==> src/rtl/ft2232h_pkg.sv <==
// ----------------------------------------------------------------------------
// ft2232h_pkg
// Definitions shared by the FT2232H transmit path:
//   BYTE_W             - width of one transfer byte
//   DEPTH_DEF          - default FIFO storage depth (entries)
//   FLUSH_LEVEL_DEF    - default occupancy that releases a burst in flush mode
//   FLUSH_TIMEOUT_DEF  - default idle cycles before a partial burst is released
//   flush_state_t      - HOLD/DRAIN encoding of the flush controller
//   idle_cnt_w()       - width needed to hold an idle count up to a timeout
// ----------------------------------------------------------------------------
package ft2232h_pkg;

  localparam int BYTE_W            = 8;
  localparam int DEPTH_DEF         = 16;
  localparam int FLUSH_LEVEL_DEF   = 8;
  localparam int FLUSH_TIMEOUT_DEF = 64;

  typedef enum logic [0:0] {
    ST_HOLD  = 1'b0,
    ST_DRAIN = 1'b1
  } flush_state_t;

  // Bits required to represent values 0..timeout inclusive.
  function automatic int idle_cnt_w(input int timeout);
    return $clog2(timeout + 1);
  endfunction

endpackage

==> src/rtl/tx_flush_ctrl.sv <==
// ----------------------------------------------------------------------------
// tx_flush_ctrl
// Burst-release controller for tx_byte_fifo. Holds bytes back (HOLD) until
// either enough bytes are queued or the upstream has gone quiet for long
// enough, then lets the FIFO drain (DRAIN) until it is empty.
//
// Ports:
//   clk          in   clock, rising edge
//   reset        in   synchronous active-high reset (state -> HOLD)
//   i_count      in   FIFO occupancy this cycle
//   i_count_next in   FIFO occupancy after this clock edge
//   i_wr_en      in   a byte is written into the FIFO on this edge
//   o_drain      out  1 while the FIFO is allowed to present data
// ----------------------------------------------------------------------------
module tx_flush_ctrl
  import ft2232h_pkg::*;
#(
  parameter int CW            = 5,
  parameter int FLUSH_LEVEL   = FLUSH_LEVEL_DEF,
  parameter int FLUSH_TIMEOUT = FLUSH_TIMEOUT_DEF
) (
  input  logic          clk,
  input  logic          reset,
  input  logic [CW-1:0] i_count,
  input  logic [CW-1:0] i_count_next,
  input  logic          i_wr_en,
  output logic          o_drain
);

  localparam int            IW       = idle_cnt_w(FLUSH_TIMEOUT);
  localparam logic [IW-1:0] IDLE_MAX = IW'(FLUSH_TIMEOUT);
  localparam logic [CW-1:0] LEVEL    = CW'(FLUSH_LEVEL);

  flush_state_t  r_state;
  flush_state_t  w_state_next;
  logic [IW-1:0] r_idle;
  logic [IW-1:0] w_idle_next;

  // Idle counter: only meaningful in HOLD; any write or an empty FIFO
  // restarts it, and it sticks at the timeout value.
  always_comb begin
    w_idle_next = r_idle;
    if (r_state == ST_DRAIN) begin
      w_idle_next = '0;
    end else if (i_wr_en || (i_count == '0)) begin
      w_idle_next = '0;
    end else if (r_idle != IDLE_MAX) begin
      w_idle_next = r_idle + IW'(1);
    end
  end

  always_ff @(posedge clk) begin
    if (reset) begin
      r_idle <= '0;
    end else begin
      r_idle <= w_idle_next;
    end
  end

  // State register
  always_ff @(posedge clk) begin
    if (reset) begin
      r_state <= ST_HOLD;
    end else begin
      r_state <= w_state_next;
    end
  end

  // Next-state logic. Decisions look at the post-edge occupancy and idle
  // count so the release happens on the same edge that crosses a threshold,
  // and the return to HOLD happens on the edge the FIFO empties.
  always_comb begin
    w_state_next = r_state;
    case (r_state)
      ST_HOLD: begin
        if ((i_count_next >= LEVEL) || (w_idle_next == IDLE_MAX)) begin
          w_state_next = ST_DRAIN;
        end
      end
      ST_DRAIN: begin
        if (i_count_next == '0) begin
          w_state_next = ST_HOLD;
        end
      end
    endcase
  end

  // Output logic
  always_comb begin
    o_drain = 1'b0;
    if (r_state == ST_DRAIN) begin
      o_drain = 1'b1;
    end
  end

endmodule

==> src/rtl/tx_byte_fifo.sv <==
// ----------------------------------------------------------------------------
// tx_byte_fifo
// First-word-fall-through byte FIFO feeding the FT2232H TX engine.
// Optional flush mode (macro TX_FIFO_FLUSH_EN) holds data back until a burst
// level or idle timeout is reached, then drains the FIFO to empty.
//
// Ports:
//   clk        in   60 MHz FT2232H comm clock, rising edge
//   reset      in   synchronous active-high reset
//   in_data    in   byte from user logic
//   in_valid   in   in_data is valid
//   in_ready   out  FIFO accepts a byte this cycle
//   out_data   out  head byte to the TX engine
//   out_valid  out  out_data is valid
//   out_ready  in   TX engine takes the head byte
//   count      out  current occupancy (0..DEPTH)
//   full       out  count == DEPTH
//   empty      out  count == 0
// ----------------------------------------------------------------------------
module tx_byte_fifo
  import ft2232h_pkg::*;
#(
  parameter int DEPTH         = DEPTH_DEF,         // power of two, 4..256
  parameter int FLUSH_LEVEL   = FLUSH_LEVEL_DEF,   // 1..DEPTH
  parameter int FLUSH_TIMEOUT = FLUSH_TIMEOUT_DEF  // >= 1
) (
  input  logic                   clk,
  input  logic                   reset,
  input  logic [BYTE_W-1:0]      in_data,
  input  logic                   in_valid,
  output logic                   in_ready,
  output logic [BYTE_W-1:0]      out_data,
  output logic                   out_valid,
  input  logic                   out_ready,
  output logic [$clog2(DEPTH):0] count,
  output logic                   full,
  output logic                   empty
);

  localparam int AW = $clog2(DEPTH);
  localparam int CW = AW + 1;
  localparam logic [CW-1:0] CNT_FULL = CW'(DEPTH);

  if ((DEPTH < 4) || (DEPTH > 256) || ((DEPTH & (DEPTH - 1)) != 0) ||
      (FLUSH_LEVEL < 1) || (FLUSH_LEVEL > DEPTH) || (FLUSH_TIMEOUT < 1)) begin : g_bad_cfg
    $error("tx_byte_fifo: parameter out of range");
  end

  logic [BYTE_W-1:0] r_mem [DEPTH];
  logic [AW-1:0]     r_wr_ptr;
  logic [AW-1:0]     r_rd_ptr;
  logic [CW-1:0]     r_count;
  logic [CW-1:0]     w_count_next;
  logic              w_full;
  logic              w_empty;
  logic              w_wr_en;
  logic              w_rd_en;

  assign w_full  = (r_count == CNT_FULL);
  assign w_empty = (r_count == '0);

  // Reset forces the handshake and flags to their idle values combinationally
  // so nothing can be accepted or presented during the reset cycle itself.
  assign in_ready = !reset && !w_full;
  assign full     = !reset && w_full;
  assign empty    = reset || w_empty;
  assign count    = reset ? '0 : r_count;

  // A full FIFO refuses writes even if the head is read on the same edge.
  assign w_wr_en = in_valid && in_ready;
  assign w_rd_en = out_valid && out_ready;

  // Head byte falls straight through from storage.
  assign out_data = r_mem[r_rd_ptr];

  always_comb begin
    w_count_next = r_count;
    case ({w_wr_en, w_rd_en})
      2'b10:   w_count_next = r_count + CW'(1);
      2'b01:   w_count_next = r_count - CW'(1);
      default: w_count_next = r_count;
    endcase
  end

  always_ff @(posedge clk) begin
    if (w_wr_en) begin
      r_mem[r_wr_ptr] <= in_data;
    end
  end

  // Pointers wrap naturally because DEPTH is a power of two.
  always_ff @(posedge clk) begin
    if (reset) begin
      r_wr_ptr <= '0;
      r_rd_ptr <= '0;
      r_count  <= '0;
    end else begin
      if (w_wr_en) begin
        r_wr_ptr <= r_wr_ptr + AW'(1);
      end
      if (w_rd_en) begin
        r_rd_ptr <= r_rd_ptr + AW'(1);
      end
      r_count <= w_count_next;
    end
  end

`ifdef TX_FIFO_FLUSH_EN
  logic w_drain;

  tx_flush_ctrl #(
    .CW            (CW),
    .FLUSH_LEVEL   (FLUSH_LEVEL),
    .FLUSH_TIMEOUT (FLUSH_TIMEOUT)
  ) u_flush_ctrl (
    .clk          (clk),
    .reset        (reset),
    .i_count      (r_count),
    .i_count_next (w_count_next),
    .i_wr_en      (w_wr_en),
    .o_drain      (w_drain)
  );

  assign out_valid = !reset && w_drain && !w_empty;
`else
  assign out_valid = !reset && !w_empty;
`endif

endmodule
==> config.mk <==
export PLATFORM = sky130hd
export DESIGN_NAME = tx_byte_fifo
export DESIGN_NICKNAME = d
export VERILOG_FILES = /design/src/rtl/ft2232h_pkg.sv /design/src/rtl/tx_flush_ctrl.sv /design/src/rtl/tx_byte_fifo.sv
export SDC_FILE = /design/constraint.sdc
export NUM_CORES = 1
export LEC_CHECK = 0
export CORE_MARGIN = 10
export CORE_UTILIZATION = 59
export DETAILED_ROUTE_END_ITERATION = 12
export GPL_TIMING_DRIVEN = 0
export PLACE_DENSITY = 0.88
export SYNTH_ARGS = -nofsm -noshare
export SYNTH_HDL_FRONTEND = slang
export SYNTH_HIERARCHICAL = 1
export SYNTH_SLANG_ARGS = --single-unit
==> constraint.sdc <==
create_clock -name clk -period 4.4 [get_ports clk]
set_clock_uncertainty 0.2 [all_clocks]
set_input_delay 0.44 -clock clk [delete_from_list [all_inputs] [get_ports clk]]
set_output_delay 0.44 -clock clk [all_outputs]
set_load 0.02 [all_outputs]
After elaboration in Yosys (flattened, before gate mapping)

Memory sizes are Yosys's and may differ from the RTL's. A register that Yosys moved wholly into a read port is not among the register bits.
Index checks and enable logic that the tools add are counted.

Add/subtract/negate cells: 4
Multipliers: 0
Divide/modulo/power cells: 0
Order comparisons: 0
Equal/unequal tests: 3
Shift operators: 0
Muxes and demuxes: 6
Bitwise operators: 0
Reduce and logical (&&, ||, !) cells: 11

Operators by type and width:

| cell                  | number |
|---|---|
| $pmux W5 S2           | 1 |
| $add A4 B1 Y4 const B | 2 |
| $mux W4               | 2 |
| $add A5 B1 Y5 const B | 1 |
| $eq A5 B5 Y1 const B  | 1 |
| $logic_and A1 B1 Y1   | 5 |
| $logic_not A5 Y1      | 1 |
| $mux W5               | 1 |
| $sub A5 B1 Y5 const B | 1 |
| $logic_not A1 Y1      | 3 |
| $eq A2 B1 Y1 const B  | 1 |
| $eq A2 B2 Y1 const B  | 1 |
| $mux W1               | 2 |
| $reduce_bool A2 Y1    | 1 |
| $logic_or A1 B1 Y1    | 1 |

Flip-flop bits (word level): 13
Latch bits: 0
Bits in writable memories: 128
ROM bits: 0
Input bits: 12
Output and inout bits: 17
Word-level logic and storage cells: 28
Memories: 1

Memories:

| memory | depth | bits a word | read ports | clocked after Yosys merged registers in | write ports | RTL line           | text |
|---|---|---|---|---|---|---|---|
| r_mem  | 16    | 8           | 1          | 1                                       | 1           | tx_byte_fifo.sv:49 | `logic [BYTE_W-1:0] r_mem [DEPTH];` |

Logic depth before layout (Yosys ltp)

Gate-level depths: netlist (run 1).

Depth after elaboration: 6
Depth in mapped cells: 12
Gate-level depth less buffers: 10

Least setup slack after synthesis (run 1)

OpenSTA, ideal clock, no wires.

Path kind: input-to-reg
From: input port reset
To: register r_count[4]
Setup time: 134 ps
Arrival time: 2799 ps
Data required time: 4066 ps
Setup slack: 1267 ps
Stages: 9
Buffers on the path: 2
Cell sequence: clkbuf_1 a211oi_1 ha_1 buf_1 xor2_1 ha_1 o22ai_1 o221a_1 or4_1

Word-level cells in the longest chain between the ends: 5
Elaborated cells on any way between the ends: 9
Those cells by class: eq/ne (2); mux (1); reduce/logical (6)

RTL lines:

| item                                                     | RTL line            | text |
|---|---|---|
| from (decl)                                              | tx_byte_fifo.sv:28  | `input logic reset,` |
| $logic_not A1 Y1 *                                       | tx_byte_fifo.sv:126 | `assign out_valid = !reset && !w_empty;` |
| $logic_and A1 B1 Y1 *                                    | tx_byte_fifo.sv:126 |  |
| $logic_and A1 B1 Y1 *                                    | tx_byte_fifo.sv:71  | `assign w_rd_en = out_valid && out_ready;` |
| named net w_rd_en                                        | tx_byte_fifo.sv:57  | `logic w_rd_en;` |
| $eq A2 B1 Y1 / $eq A2 B2 Y1 (equally long branches)      | tx_byte_fifo.sv:78  | `case ({w_wr_en, w_rd_en})` |
| $pmux W5 S2 / $reduce_bool A2 Y1 (equally long branches) | -                   |  |
| to (signal assigned)                                     | tx_byte_fifo.sv:104 | `r_count <= w_count_next;` |
| to (decl)                                                | tx_byte_fifo.sv:52  | `logic [CW-1:0] r_count;` |

The timed path passes the listed nets; every way through them passes the cells marked *.
A chain may end at the register's enable or synchronous reset.

==> flow_summary.json, run 1 <==
{
  "outcome": "completed",
  "power.total_mw": 3.41,
  "crit_required_ns": 3.76,
  "dpl.hpwl_mm": 7.62,
  "p_clk_share_pct": 40.2,
  "routedWlPerCell_microns": 25.3,
  "grt_pass1_wl_mm": 19.7,
  "cts_tree": "built",
  "place_congestion": 0.822,
  "hold_ws_ns": 0.317,
  "seq_area_sq_mm": 0.00418,
  "worst_pin_slew_ns": 0.971,
  "p_comb_share_pct": 14.1,
  "ant_nets": 0,
  "reg2regPathDepth": 9,
  "p_sw_mw": 0.804,
  "avgSynthCellArea_sq_um": 18.7,
  "synth_cells": 311,
  "core_sq_mm": 0.00968,
  "fin_crit_ns": 3.86,
  "slew_violations": 0,
  "layout_setup_ws_ns": 0.536,
  "root_buffer": "clkbuf_8",
  "maxSlewHeadroom_pct": 34.9,
  "clkTransAtPathRegs_ns": 0.06,
  "async_flop_share_pct": 0,
  "path_max_fanout": 10,
  "cts_htree_levels": 4,
  "power_frac_seq_pct": 45.7,
  "final_core_util_pct": 70.8,
  "max_freq_mhz": 259,
  "die_h_microns": 119,
  "cts_num_sinks": 145,
  "dieArea_sq_mm": 0.0142,
  "setup_tns_ns": 0,
  "switching_share_pct": 23.5,
  "cts_buffers": 17,
  "ys_warn_count": 6,
  "internal_power_mw": 2.61,
  "powerDensity_mw_per_mm2": 498,
  "synth_ff_type": "edfxtp_1",
  "ioPinCount": 29,
  "final_nets": 378,
  "synth_cell_types": 37,
  "drt_iter0_markers": 351,
  "max-cap-violations": 0,
  "peakVddDrop_mv": 0.235,
  "clk-insertion-delay-late_ns": 0.53,
  "drive_gt1_share_pct": 20.7,
  "holdCritPathClass": "flip-flop to flip-flop",
  "wirelength_mm": 12.8,
  "arrival_ns": 3.22,
  "ctsHoldBuffers": 0,
  "row_count": 36,
  "grt_start_max_net_pins": 17,
  "via_per_inst": 6.10,
  "port_buffers": 28,
  "syn_to_final_growth_pct": 17.7,
  "ys_ff_latch": 145,
  "hold_start": "r_rd_ptr[3]",
  "grt_use_total_pct": 18.9,
  "setup_viol": 0,
  "period_share_pct": 87.8,
  "dp_slack_ns": 0.329,
  "dr.pass1.iters": 5,
  "synth_seq_area_share_pct": 71.8,
  "initial_core_util_pct": 60.1,
  "syn_nets": 330,
  "drcViolationCount": 0,
  "vias": 3083,
  "overflow": 0,
  "multi_input_area_sq_mm": 0.00156,
  "netlist_area_sq_mm": 0.00582,
  "p_leak_nw": 2.19,
  "postCtsSetupBuffers": 0,
  "clockBufferDepth": 2,
  "antenna_found_initial": 0,
  "cp-start-kind": "flip-flop",
  "diodes": 0,
  "rsz0062_at_grt": "false",
  "die_w_microns": 119,
  "hold_violations": 0,
  "grt_pass1_vias": 3265,
  "synth_edf_count": 128,
  "cts_resized": 0,
  "crit_path_end_kind": "output port",
  "path_class": "flip-flop to output port",
  "fillCellCount": 557,
  "r2r_start": "r_count[0]",
  "hold_depth": 2
}
-- through the flow --
stage                     cells  instance area (sq um)
after floorplan             311                   5820
after global placement      472                   6270
after detailed placement    472                   6270
after CTS                   504                   6840
after global routing        505                   6860
final                       505                   6860
-- path summary, 6_finish.rpt --
kind	end	slack (ns)
worst min-delay path	r_rd_ptr[3]	0.32
worst max register to register	r_count[4]	0.75
worst max-delay path	out_data[1]	0.54
worst min register to register	r_rd_ptr[3]	0.32
-- worst max-delay path: stages (launching register included) --
cell and delay, ns:
dfxtp_1 0.30, clkbuf_1 0.26, buf_2 0.40, mux4_2 0.61, mux4_2 0.53, clkdlybuf4s50_1 0.59
-- state kept, by name, indices dropped and copies added (netlist names), named ones only --
register,count
r_mem,128
r_count,5
r_wr_ptr,4
r_rd_ptr,4
-- power groups by stage --
stage,logic (mW),clock network (mW),registers [mW]
floorplan,0.319,0,1.58
global placement,0.466,0,1.58
detailed placement,0.476,0,1.59
CTS,0.486,1.38,1.56
global route,0.521,1.44,1.56
finish,0.481,1.37,1.56
-- cells in the final DEF (no fill, tap or decap), types with 2 or more instances in the layout --
cell type	instances
a211oi_1	2
a21oi_1	4
buf_1	4
buf_2	3
bufinv_16	3
clkbuf_1	10
clkbuf_16	16
clkdlybuf4s50_1	28
clkinv_1	4
clkinv_2	5
dfxtp_1	17
edfxtp_1	128
ha_1	7
inv_1	7
mux4_2	40
nand2_1	12
nand2b_1	3
nand4_1	2
nor2_1	28
nor2b_1	4
nor3_1	5
nor3_2	3
nor3b_1	2
o21ai_0	3
or4_1	3
xnor2_1	3
xor2_1	6
-- cell families after synthesis --
kind of cell / Yosys count / share of synthesized area (%)
AO/OA/AOI/OAI: 18 / 2.17
adder cells (fa/ha/maj): 7 / 1.50
AND/OR/NAND/NOR: 67 / 5.82
XOR/XNOR: 9 / 1.35
multiplexers: 41 / 15.6
buffers and inverters: 24 / 1.68
flip-flops: 145 / 71.8
-- per-layer routing --
metal	share of wire (%)	wire, microns	GRT usage [%]	up-vias
li1	-	-	-	1341
met1	37	4720	21.4	1569
met2	53	6800	32.1	141
met3	7.5	959	6.94	32
met4	2.5	314	7.39	0
met5	0	0	0	-
-- Yosys cell counts (2+ instances only) --
cell type | count | area share (%)
inv_1 | 7 | 0.45
or4_1 | 3 | 0.39
xnor2_1 | 3 | 0.45
dfxtp_1 | 17 | 5.8
nor3b_1 | 2 | 0.26
edfxtp_1 | 128 | 66
nand4_1 | 2 | 0.21
nor2b_1 | 4 | 0.43
nor3_1 | 8 | 0.69
xor2_1 | 6 | 0.90
buf_2 | 3 | 0.26
nor2_1 | 28 | 1.8
ha_1 | 7 | 1.5
nand2b_1 | 3 | 0.32
mux4_2 | 40 | 15
buf_1 | 4 | 0.26
o21ai_0 | 3 | 0.26
a211oi_1 | 2 | 0.26
nand2_1 | 12 | 0.77
clkbuf_1 | 9 | 0.58
a21oi_1 | 4 | 0.34
-- final cells by class --
type,instances,area share [%]
buffer,17,1.04
clock buffer,18,6.09
clock inverter,14,2.13
inverter,7,0.383
multi-input combinational,142,22.7
sequential,145,61.0
tap,133,2.43
timing repair buffer,29,4.20
(Power assumes the default switching activity.)
==> inputs of run 2 (changes only) <==
--- a/config.mk
+++ b/config.mk
@@ -10,6 +10,7 @@
 export DETAILED_ROUTE_END_ITERATION = 12
 export GPL_TIMING_DRIVEN = 0
 export PLACE_DENSITY = 0.88
+export SLEW_MARGIN = 20
 export SYNTH_ARGS = -nofsm -noshare
 export SYNTH_HDL_FRONTEND = slang
 export SYNTH_HIERARCHICAL = 1
==> flow_summary.json, run 2 (synthesized netlist as in run 1, its figures left out) <==
{
  "vias": 3064,
  "cts_num_sinks": 145,
  "fin_crit_ns": 3.87,
  "peakVddDrop_mv": 0.231,
  "p_leak_nw": 2.15,
  "max_stage_delay_ns": 0.61,
  "place_congestion": 0.822,
  "overflow": 0,
  "cp-start-kind": "flip-flop",
  "path_class": "flip-flop to output port",
  "routedWlPerCell_microns": 24.6,
  "drive_gt1_share_pct": 19.4,
  "drcViolationCount": 0,
  "setup_viol": 0,
  "final_nets": 377,
  "period_share_pct": 87.8,
  "setup_tns_ns": 0,
  "regMostFlops": "r_mem",
  "final_cell_mix": "edfxtp_1 (128), mux4_2 (40), nor2_1 (28), clkdlybuf4s50_1 (28), dfxtp_1 (17)",
  "worst_pin_slew_ns": 0.964,
  "die_w_microns": 119,
  "grt_use_total_pct": 18.0,
  "path_cells": "clkbuf_1, buf_2, mux4_2, mux4_2, clkdlybuf4s50_1",
  "largest_register_ffs": 128,
  "outcome": "completed",
  "maxSlewHeadroom_pct": 35.4,
  "dr.pass1.iters": 4,
  "hold_ws_ns": 0.324,
  "arrival_ns": 3.23,
  "drt_iter0_markers": 321,
  "clk-insertion-delay-late_ns": 0.53,
  "worstPathBufferInverterCount": 3,
  "dpl.hpwl_mm": 7.72,
  "clkTransAtPathRegs_ns": 0.06,
  "wirelength_mm": 12.4,
  "antenna_found_initial": 0,
  "slowest_stage": "mux4_2",
  "clockBufferDepth": 2,
  "grt_pass1_wl_mm": 18.9,
  "cts_tree": "built",
  "max_freq_mhz": 259,
  "hold_violations": 0,
  "holdCritPathClass": "flip-flop to flip-flop",
  "powerDensity_mw_per_mm2": 484,
  "diodes": 0,
  "ant_nets": 0,
  "row_count": 36,
  "layout_commonest_cell": "edfxtp_1",
  "reg_top3": "r_mem (128), r_count (5)",
  "port_buffers": 28,
  "slew_violations": 0,
  "final_core_util_pct": 70.2,
  "crit_path_end_kind": "output port",
  "root_buffer": "clkbuf_8",
  "postCtsSetupBuffers": 0,
  "grt_pass1_vias": 3205,
  "crit_family": "buffers and inverters",
  "cts_buffers": 17,
  "via_per_inst": 6.08,
  "cts_htree_levels": 4,
  "cts_resized": 0,
  "crit_required_ns": 3.76,
  "die_h_microns": 119,
  "ctsHoldBuffers": 0,
  "rsz0062_at_grt": "false",
  "syn_to_final_growth_pct": 16.7,
  "initial_core_util_pct": 60.1,
  "grt_start_max_net_pins": 17,
  "dieArea_sq_mm": 0.0142,
  "ioPinCount": 29,
  "cp_common_cell": "mux4_2",
  "max-cap-violations": 0,
  "core_sq_mm": 0.00968,
  "path_max_fanout": 10
}
-- run 2: changes by cell type in the layout (fill, tap and decap cells not counted), sizes merged --
cell    change
clkinv      -4
bufinv      -2
clkbuf      +5
-- run 2: worst min-delay path, stage by stage, from the launching register on --
cell,delay (ns)
dfxtp_1,0.32
nand2b_1,0.08
o21ai_0,0.07
-- run 2: layout make-up --
| class | instances | area (sq um) |
|---|---|---|
| plain buffers | 17 | 71.3 |
| clock buffers | 24 | 440 |
| clock inverters | 8 | 63.8 |
| fillers | 573 | 2890 |
| inverters | 7 | 26.3 |
| multi-input cells | 142 | 1560 |
| flip-flops and latches | 145 | 4180 |
| well taps | 133 | 166 |
| repair buffers | 28 | 280 |
-- run 2: power by group --
group,leakage [nW],internal (mW),switching (mW)
clock network,0.243,0.740,0.509
logic,0.620,0.231,0.248
registers,1.29,1.53,0.0303
total,2.15,2.50,0.787
-- run 2: worst paths after layout --
check,startpoint,endpoint,slack [ns],cells after the start
hold / removal,r_rd_ptr[1],flip-flop,0.32,2
hold reg to reg,r_rd_ptr[1],flip-flop,0.32,2
setup / recovery,flip-flop,out_data[2],0.53,5
setup reg to reg,r_count[0],r_count[4],0.77,9
-- run 2: stage by stage --
step,area [sq um],cells,power (mW),setup slack (ns)
floorplan,5820,311,1.90,1.27
global placement,6270,472,2.05,0.424
detailed placement,6290,472,2.07,0.322
CTS,6800,504,3.30,0.470
global route,6800,504,3.38,0.384
finish,6800,504,3.29,0.535
-- run 2: routing by layer --
layer | wire length, microns | part of all wire (%) | GRT usage [%] | vias up
met1 | 4930 | 40 | 21.3 | 1567
met5 | 0 | 0 | 0 | -
met4 | 337 | 2.7 | 8.60 | 0
met2 | 6400 | 52 | 29.9 | 136
li1 | - | - | - | 1336
met3 | 757 | 6.1 | 5.05 | 25
==> inputs of run 3 (changes only) <==
--- a/config.mk
+++ b/config.mk
@@ -5,7 +5,7 @@
 export SDC_FILE = /design/constraint.sdc
 export NUM_CORES = 1
 export LEC_CHECK = 0
-export CORE_MARGIN = 10
+export CORE_MARGIN = 5
 export CORE_UTILIZATION = 59
 export DETAILED_ROUTE_END_ITERATION = 12
 export GPL_TIMING_DRIVEN = 0
==> constraint.sdc (replaced) <==
create_clock -name clk -period 4.4 [get_ports clk]
set_clock_uncertainty 0.2 [all_clocks]
set_input_delay 0.44 -clock clk [delete_from_list [all_inputs] [get_ports clk]]
set_output_delay 0.44 -clock clk [all_outputs]
set_load 0.01 [all_outputs]
==> flow_summary.json, run 3 (synthesized netlist as in run 1, its figures left out) <==
{
  "path_class": "flip-flop to output port",
  "crit_required_ns": 3.76,
  "die_w_microns": 109,
  "arrival_ns": 3.12,
  "peakVddDrop_mv": 0.241,
  "overflow": 0,
  "core_sq_mm": 0.00968,
  "largest_register_ffs": 128,
  "cts_htree_levels": 4,
  "final_core_util_pct": 71.7,
  "reg2regPathDepth": 9,
  "initial_core_util_pct": 60.1,
  "slowest_stage": "mux4_2",
  "diodes": 0,
  "antenna_found_initial": 1,
  "internal_power_mw": 2.81,
  "clk-insertion-delay-late_ns": 0.52,
  "cts_buffers": 17,
  "cts_num_sinks": 145,
  "period_share_pct": 85.5,
  "dieArea_sq_mm": 0.0120,
  "drt_iter0_markers": 338,
  "holdCritPathClass": "flip-flop to flip-flop",
  "fin_crit_ns": 3.76,
  "final_nets": 377,
  "p_comb_share_pct": 12.8,
  "grt_pass1_wl_mm": 20.5,
  "routedWlPerCell_microns": 26.4,
  "r2r_start": "r_count[1]",
  "layout_commonest_cell": "edfxtp_1",
  "r2r_end": "r_count[4]",
  "power_frac_seq_pct": 43.2,
  "power.total_mw": 3.61,
  "hold_depth": 2,
  "max_freq_mhz": 266,
  "path_cells": "clkbuf_1, buf_2, mux4_2, mux4_2, clkdlybuf4s50_1",
  "rsz0062_at_grt": "false",
  "maxSlewHeadroom_pct": 33.9,
  "powerDensity_mw_per_mm2": 520,
  "max_stage_delay_ns": 0.61,
  "p_clk_share_pct": 44.0,
  "ant_nets": 0,
  "cts_tree": "built",
  "port_buffers": 28,
  "setup_tns_ns": 0,
  "die_h_microns": 109,
  "grt_start_max_net_pins": 17,
  "hold_start": "r_rd_ptr[3]",
  "clockBufferDepth": 2,
  "outcome": "completed",
  "drcViolationCount": 0,
  "cp_common_cell": "mux4_2",
  "ioPinCount": 29,
  "worst_pin_slew_ns": 0.988,
  "drive_gt1_share_pct": 21.3,
  "wirelength_mm": 13.3,
  "via_per_inst": 6.30,
  "dpl.hpwl_mm": 8.03,
  "crit_path_end_kind": "output port",
  "ctsHoldBuffers": 0,
  "cp-start-kind": "flip-flop",
  "p_leak_nw": 2.22,
  "postCtsSetupBuffers": 0,
  "dr.pass1.iters": 5,
  "final_cell_mix": "edfxtp_1 (128), mux4_2 (40), nor2_1 (28), clkdlybuf4s50_1 (28), dfxtp_1 (17)",
  "place_congestion": 0.812,
  "vias": 3175,
  "slew_violations": 0,
  "setup_viol": 0,
  "hold_violations": 0,
  "regMostFlops": "r_mem",
  "path_max_fanout": 10,
  "row_count": 36,
  "max-cap-violations": 0,
  "switching_share_pct": 22.2,
  "reg_top3": "r_mem (128), r_count (5)",
  "grt_pass1_vias": 3363,
  "grt_use_total_pct": 25.1,
  "cts_resized": 0,
  "root_buffer": "clkbuf_8",
  "clkTransAtPathRegs_ns": 0.06,
  "syn_to_final_growth_pct": 19.2,
  "r2r_slack_ns": 0.80,
  "p_sw_mw": 0.800
}
[run 3: cell count changes in the layout (fill, tap and decap cells not counted)]
| cell | delta |
|---|---|
| clkinv_1 | -3 |
| clkbuf_1 | -4 |
| clkbuf_8 | +1 |
| bufinv_16 | +5 |
| clkinvlp_4 | +1 |
[run 3: worst max-delay path, delay by kind of cell (launching register included)]
family / cells / cell delay, ns
buffers and inverters: 3 / 1.15
muxes: 2 / 1.14
DFF: 1 / 0.32
[run 3: per-layer routing]
layer | up-vias | GRT usage, % | share of wire [%]
met2 | 183 | 41.4 | 51
li1 | 1337 | - | -
met3 | 28 | 7.22 | 7.9
met1 | 1625 | 31.6 | 39
met5 | - | 0 | 0.098
met4 | 2 | 10.4 | 2.1
[run 3: worst max-delay path by stage]
stage / start / end / slack [ns] / cells after the start
6_report: flip-flop / out_data[1] / 0.64 / 5
5_1_grt: flip-flop / out_data[1] / 0.49 / 5
4_1_cts: flip-flop / out_data[1] / 0.56 / 5
3_5_place_dp: reset / r_count[4] / 0.33 / 10
3_3_place_gp: reset / r_count[4] / 0.44 / 10
2_1_floorplan: reset / r_count[4] / 1.27 / 9
[run 3: final cells by class]
type	count	area, sq um
Buffer	17	71.3
Clock inverter	11	210
Fill cell	545	2740
Clock buffer	21	439
Sequential cell	145	4180
Inverter	7	26.3
Multi-Input combinational cell	142	1560
Timing Repair Buffer	28	280
Tap cell	133	166
[run 3: through the flow]
step	cell area, sq um	cells	setup slack [ns]	hold slack (ns)
after CTS	6940	504	0.558	0.333
after floorplan	5820	311	1.27	0.272
after global routing	6940	504	0.491	0.388
after global placement	6270	472	0.441	0.289
after detailed placement	6290	472	0.329	0.296
final	6940	504	0.640	0.340
[run 3: power groups by stage]
| stage | registers [mW] | logic (mW) | clock network, mW |
|---|---|---|---|
| finish | 1.56 | 0.460 | 1.59 |
| global route | 1.56 | 0.500 | 1.67 |
| CTS | 1.56 | 0.465 | 1.59 |
| detailed placement | 1.59 | 0.456 | 0 |
| global placement | 1.58 | 0.439 | 0 |
| floorplan | 1.58 | 0.294 | 0 |
